===== src/rtl/ram_port_ctrl.sv =====
// Single-port request/response front-end for one port of the dual-port RAM.
// Requests go to the RAM in order. Responses come back in the same order through a 2-entry FIFO.
module ram_port_ctrl #(
    parameter  int NDATA     = 64,
    parameter  int NDATABYTE = 4,
    localparam int NADDRBIT  = $clog2(NDATA)
) (
    input  logic                   clk,
    input  logic                   rst_n,
    input  logic                   i_req_valid,
    output logic                   o_req_ready,
    input  logic [NDATABYTE-1:0]   i_req_wen,
    input  logic [NADDRBIT-1:0]    i_req_addr,
    input  logic [NDATABYTE*8-1:0] i_req_wdata,
    output logic                   o_rsp_valid,
    input  logic                   i_rsp_ready,
    output logic [NDATABYTE*8-1:0] o_rsp_rdata,
    output logic                   o_rsp_wr,
    output logic                   o_rsp_err,
    output logic                   o_ram_en,
    output logic [NDATABYTE-1:0]   o_ram_wen,
    output logic [NADDRBIT-1:0]    o_ram_addr,
    output logic [NDATABYTE*8-1:0] o_ram_wdata,
    input  logic [NDATABYTE*8-1:0] i_ram_rdata
);

    localparam int DW     = NDATABYTE * 8;
    localparam int ADDRW1 = NADDRBIT + 1;
    localparam logic [ADDRW1-1:0] LP_NDATA = ADDRW1'(NDATA);

    // Handshakes: a transfer happens on a rising edge where valid & ready are both high.
    // A requester holds its request stable until that edge. The same rule applies to responses.

    // In-flight stage: the request accepted in the previous cycle
    logic          r_inf_valid;
    logic          r_inf_wr;
    logic          r_inf_err;

    // Response FIFO: circular buffer with 1-bit pointers
    logic [DW-1:0] r_fifo_rdata [0:1];
    logic [1:0]    r_fifo_wr;
    logic [1:0]    r_fifo_err;
    logic          r_wptr;
    logic          r_rptr;
    logic [1:0]    r_count;

    logic          w_accept;
    logic          w_req_err;
    logic          w_req_wr;
    logic          w_push;
    logic          w_pop;
    logic [1:0]    w_occ;
    logic          w_rsp_valid;
    logic [DW-1:0] w_push_rdata;

    // Request side
    assign w_occ       = r_count + {1'b0, r_inf_valid};
    assign w_rsp_valid = (r_count != 2'd0);
    assign w_pop       = w_rsp_valid & i_rsp_ready;
    assign o_req_ready = rst_n & ((w_occ < 2'd2) | w_pop);
    assign w_accept    = i_req_valid & o_req_ready;
    assign w_req_err   = ({1'b0, i_req_addr} >= LP_NDATA);
    assign w_req_wr    = (i_req_wen != '0);

    // Out-of-range requests never enable the RAM.
    // Address and data pass through unqualified because the RAM ignores them while disabled.
    always_comb begin
        o_ram_en    = 1'b0;
        o_ram_wen   = '0;
        o_ram_addr  = i_req_addr;
        o_ram_wdata = i_req_wdata;
        if (w_accept && !w_req_err) begin
            o_ram_en  = 1'b1;
            o_ram_wen = i_req_wen;
        end
    end

    always_ff @(posedge clk or negedge rst_n) begin
        if (!rst_n) begin
            r_inf_valid <= 1'b0;
            r_inf_wr    <= 1'b0;
            r_inf_err   <= 1'b0;
        end else begin
            r_inf_valid <= w_accept;
            r_inf_wr    <= w_accept & w_req_wr;
            r_inf_err   <= w_accept & w_req_err;
        end
    end

    // The RAM's registered read data is valid in the cycle after the access.
    // It is captured only for a good read.
    assign w_push       = r_inf_valid;
    assign w_push_rdata = (r_inf_valid && !r_inf_wr && !r_inf_err) ? i_ram_rdata : '0;

    always_ff @(posedge clk or negedge rst_n) begin
        if (!rst_n) begin
            r_fifo_rdata[0] <= '0;
            r_fifo_rdata[1] <= '0;
            r_fifo_wr       <= '0;
            r_fifo_err      <= '0;
        end else if (w_push) begin
            r_fifo_rdata[r_wptr] <= w_push_rdata;
            r_fifo_wr[r_wptr]    <= r_inf_wr;
            r_fifo_err[r_wptr]   <= r_inf_err;
        end
    end

    always_ff @(posedge clk or negedge rst_n) begin
        if (!rst_n) begin
            r_wptr  <= 1'b0;
            r_rptr  <= 1'b0;
            r_count <= 2'd0;
        end else begin
            if (w_push) begin
                r_wptr <= ~r_wptr;
            end
            if (w_pop) begin
                r_rptr <= ~r_rptr;
            end
            case ({w_push, w_pop})
                2'b10:   r_count <= r_count + 2'd1;
                2'b01:   r_count <= r_count - 2'd1;
                default: r_count <= r_count;
            endcase
        end
    end

    // Head-entry outputs are masked while the FIFO is empty, so they read 0 when idle.
    assign o_rsp_valid = w_rsp_valid;
    assign o_rsp_rdata = w_rsp_valid ? r_fifo_rdata[r_rptr] : '0;
    assign o_rsp_wr    = w_rsp_valid & r_fifo_wr[r_rptr];
    assign o_rsp_err   = w_rsp_valid & r_fifo_err[r_rptr];

endmodule

===== config.mk =====
export PLATFORM = sky130hd
export DESIGN_NAME = ram_port_ctrl
export DESIGN_NICKNAME = d
export VERILOG_FILES = /design/src/rtl/ram_port_ctrl.sv
export SDC_FILE = /design/constraint.sdc
export NUM_CORES = 1
export LEC_CHECK = 0
export CAP_MARGIN = 20
export CORE_MARGIN = 2
export CORE_UTILIZATION = 47
export DETAILED_ROUTE_END_ITERATION = 8
export PLACE_DENSITY = 0.87
export SETUP_SLACK_MARGIN = 0.3
export SYNTH_ARGS = -nofsm -noshare
export SYNTH_HDL_FRONTEND = slang
export SYNTH_SLANG_ARGS = --single-unit

===== constraint.sdc =====
create_clock -name clk -period 2.9 [get_ports clk]
set_clock_uncertainty 0.05 [all_clocks]
set_input_delay 0.725 -clock clk [delete_from_list [all_inputs] [get_ports clk]]
set_output_delay 0.725 -clock clk [all_outputs]
set_load 0.1 [all_outputs]

==> summary.md <==
| Metric | Value |
|---|---|
| RSZ-0062 raised after global routing | `no` |
| Most frequently used flop master after synthesis | `sky130_fd_sc_hd__dfrtp_1` |
| First-pass GRT wire length | `13300 um` |
| Achievable frequency | `0.402 GHz` |
| Count of cell instances traversed by the critical path | `4` |
| Biggest cell delay along the critical path | `0.55 ns` |
| Commonest non-fill, non-tap cell in the layout | `sky130_fd_sc_hd__dfrtp_1` |
| Biggest fanout along the worst timing path | `27` |
| Vias per Instance | `5.09` |
| Core area | `0.00781 mm^2` |
| Cell type with the highest aggregate area in the netlist | `sky130_fd_sc_hd__dfrtp_1` |
| Number of global-route vias before repair | `2842` |
| Worst Reg-to-Reg Cells | `7` |
| Num CTS Buffers | `9` |
| Total negative slack | `0 ns` |
| Sequential area share after synthesis | `0.485` |
| Per-instance average area after synthesis | `9.68 um^2` |
| Element type at the critical path start | `flop` |
| Die area | `0.00885 mm^2` |
| Synthesis Warnings | `0` |
| Most common cell on crit path | `sky130_fd_sc_hd__buf_12` |
| Via total after detailed routing | `2756` |
| Async set-or-reset flop fraction in the synthesized netlist | `1.00` |
| Setup slack, reg-to-reg | `1.12 ns` |
| CP bufs+invs | `2` |
| Area of the multi-input gates | `0.00162 mm^2` |
| Relative area change from synthesis to final layout | `35.6%` |
| Global routing usage summed across all routing layers | `0.191` |
| Number of DRC violations after detailed-routing iteration 0 | `75` |
| Final max-slew violation count | `0` |
| Total of hold buffers inserted after clock tree synthesis | `0` |
| Endpoint class of the critical path | `output pin` |
| Buffers on Ports | `80` |
| Critical Path Source | `r_rptr$_DFFE_PN0P_` |
| Largest net degree at the start of global routing | `71` |
| Worst reg2reg path startpoint | `r_count[0]$_DFFE_PN0P_` |
| Post-synthesis net count | `473` |
| GR Overflow Total | `0` |
| WP data required | `2.12 ns` |
| First-pass iteration count of the detailed router | `4` |
| Final clock period utilization by the worst path | `0.857` |
| Fraction of post-synthesis cell area in the top cell type by area | `0.485` |
| Per-cell routed wire length | `14.2 um` |
| Floorplan row count | `32` |
| Final #Nets | `513` |
| Initial cell density of the core | `0.489` |
| Kind of cell adding the most delay to the critical path | `flip-flops` |
| Area taken by flip-flops and latches | `0.00185 mm^2` |
| Least-Margin Pin Slew | `0.993 ns` |
| Antenna violations before repair | `0` |
| Commonest non-fill, non-tap cells in the layout | `sky130_fd_sc_hd__dfrtp_1, sky130_fd_sc_hd__nand2_1, sky130_fd_sc_hd__buf_12` |
| CTS tree | `done` |
| Root buf cell | `sky130_fd_sc_hd__clkbuf_8` |
| Cells after synthesis | `394` |
| CTS sink cnt | `74` |
| Final count of hold timing violations | `0` |
| Critical Setup Path Class | `flop to output pin` |
| List of cells traversed by the critical path | `buf_12 -> mux2i_1 -> nor2_2 -> buf_12` |
| Die height | `94.1 um` |
| Capture instance of the worst register-to-register path | `r_count[1]$_DFFE_PN0P_` |
| Worst Path Arrival | `1.71 ns` |
| CTS clk-pin slew, worst paths | `0.08 ns` |
| Die X-Extent | `94.1 um` |
| Number of enable flip-flop cells after synthesis | `0` |
| Clock insertion delay at the later pin of the skew report | `0.34 ns` |
| Worst relative slew slack | `0.338` |
| Final HPWL from detailed placement | `5340 um` |
| Path class of the lowest-slack min-delay path | `input port to async pin` |
| Unique masters post-synth | `30` |
| Diode count | `0` |
| Area contributors post-synth | `sky130_fd_sc_hd__dfrtp_1, sky130_fd_sc_hd__mux2i_1, sky130_fd_sc_hd__buf_4` |
| Summed instance area of the synthesized netlist | `0.00381 mm^2` |
| Max-capacitance violation count | `0` |
| Status | `complete, no violations` |
| Maximum level of the CTS H-tree | `3` |
| Buffer depth of the longest clock path | `2` |
| Utilization of the core after routing | `0.663` |
| Antenna-violating nets left | `0` |
| Final wirelength | `7700 um` |
| Weighted congestion at the end of routability-driven global placement | `0.718` |
| Cell with the largest stage delay on the worst path | `sky130_fd_sc_hd__dfrtp_2` |
| Drt drc | `0` |
| Critical path capture point | `o_rsp_rdata[30]` |
| Flop and latch count out of synthesis | `74` |
| Ports placed on the boundary | `157` |
| Filler cells | `607` |
| Fin crit period | `2.49 ns` |
| # setup viols final | `0` |
| Share of post-route cells with drive strength above 1 | `0.289` |
[synth_stat cells (2+ instances only)]
master                     instances
sky130_fd_sc_hd__xor2_1            3
sky130_fd_sc_hd__xnor2_1           2
sky130_fd_sc_hd__clkbuf_1          7
sky130_fd_sc_hd__dfrtp_1          74
sky130_fd_sc_hd__mux2_4            2
sky130_fd_sc_hd__buf_2             4
sky130_fd_sc_hd__o21ai_1          23
sky130_fd_sc_hd__and2_1            2
sky130_fd_sc_hd__mux2i_1          34
sky130_fd_sc_hd__o21ai_0          34
sky130_fd_sc_hd__buf_6            10
sky130_fd_sc_hd__o21ai_2           7
sky130_fd_sc_hd__nand2_1          65
sky130_fd_sc_hd__nand2b_1         32
sky130_fd_sc_hd__nor3b_1           4
sky130_fd_sc_hd__buf_4            42
sky130_fd_sc_hd__nor2_1           36
[metrics by stage]
| step | worst slack [ns] | cells | cell area, um^2 | hold slack (ns) |
|---|---|---|---|---|
| CTS | 0.285 | 536 | 5090 | 0.129 |
| detailed placement | 0.217 | 520 | 4870 | 0.421 |
| global route | 0.345 | 541 | 5170 | 0.136 |
| finish | 0.414 | 541 | 5170 | 0.148 |
| global placement | 0.299 | 520 | 4870 | 0.409 |
| floorplan | 0.00304 | 394 | 3930 | 0.379 |
[worst min-delay path by stage]
stage | start | to | slack, ns | cells past startpoint
after floorplan | rst_n | r_count[0]$_DFFE_PN0P_ | 0.38 | 0
after global placement | r_fifo_rdata[30]$_DFFE_PN0P_ | r_fifo_rdata[30]$_DFFE_PN0P_ | 0.41 | 2
after detailed placement | r_fifo_rdata[2]$_DFFE_PN0P_ | r_fifo_rdata[2]$_DFFE_PN0P_ | 0.42 | 2
after CTS | rst_n | r_fifo_rdata[1]$_DFFE_PN0P_ | 0.13 | 1
after global routing | rst_n | r_fifo_rdata[1]$_DFFE_PN0P_ | 0.14 | 1
final | rst_n | r_fifo_rdata[1]$_DFFE_PN0P_ | 0.15 | 1
[cell type report]
cell class              instances  share of cell area
flip-flops and latches         74               0.358
multi-input cells             255               0.314
repair buffers                 92               0.259
clock buffers                  11              0.0273
well taps                     102              0.0247
clock inverters                 5              0.0150
inverters                       2             0.00145
[registers in the layout (all words and copies together) (netlist names)]
name	count
r_inf_wr	1
r_fifo_wr	2
r_count	2
r_rptr	1
r_fifo_rdata	64
r_inf_valid	1
r_wptr	1
r_fifo_err	2
[routing by layer]
layer | GRT usage | part of all wire
met2 | 0.320 | 0.50
met3 | 0.0393 | 0.042
met4 | 0.0725 | 0.020
met5 | 0 | 0
met1 | 0.242 | 0.43
[cell families after synthesis]
family          count (synthesis)  synth area share
simple gates                  147             0.179
xor+xnor                        5            0.0115
compound gates                 66            0.0977
buf+inv                        65             0.126
fa+ha+maj                       1           0.00328
flops                          74             0.485
mux                            36            0.0971
[worst register-to-register path: stages (launching register included)]
cell and delay [ns]:
sky130_fd_sc_hd__dfrtp_1 0.47, sky130_fd_sc_hd__nor2_4 0.23, sky130_fd_sc_hd__buf_4 0.17, sky130_fd_sc_hd__inv_2 0.05, sky130_fd_sc_hd__and2_4 0.15, sky130_fd_sc_hd__ha_1 0.30, sky130_fd_sc_hd__nor2_1 0.14, sky130_fd_sc_hd__xor2_1 0.14
[repair_timing]
| item | in CTS | in global routing |
|---|---|---|
| resized for setup | 2 | 6 |
| pin swaps | 1 | 5 |
| setup buffers | 0 | 5 |
| hold endpoints to repair | 0 | 0 |
| endpoints found under the setup margin | 4 | 26 |
Power is not shown: default switching activity piles up to over one toggle a cycle in this logic, so the estimate is an artifact.
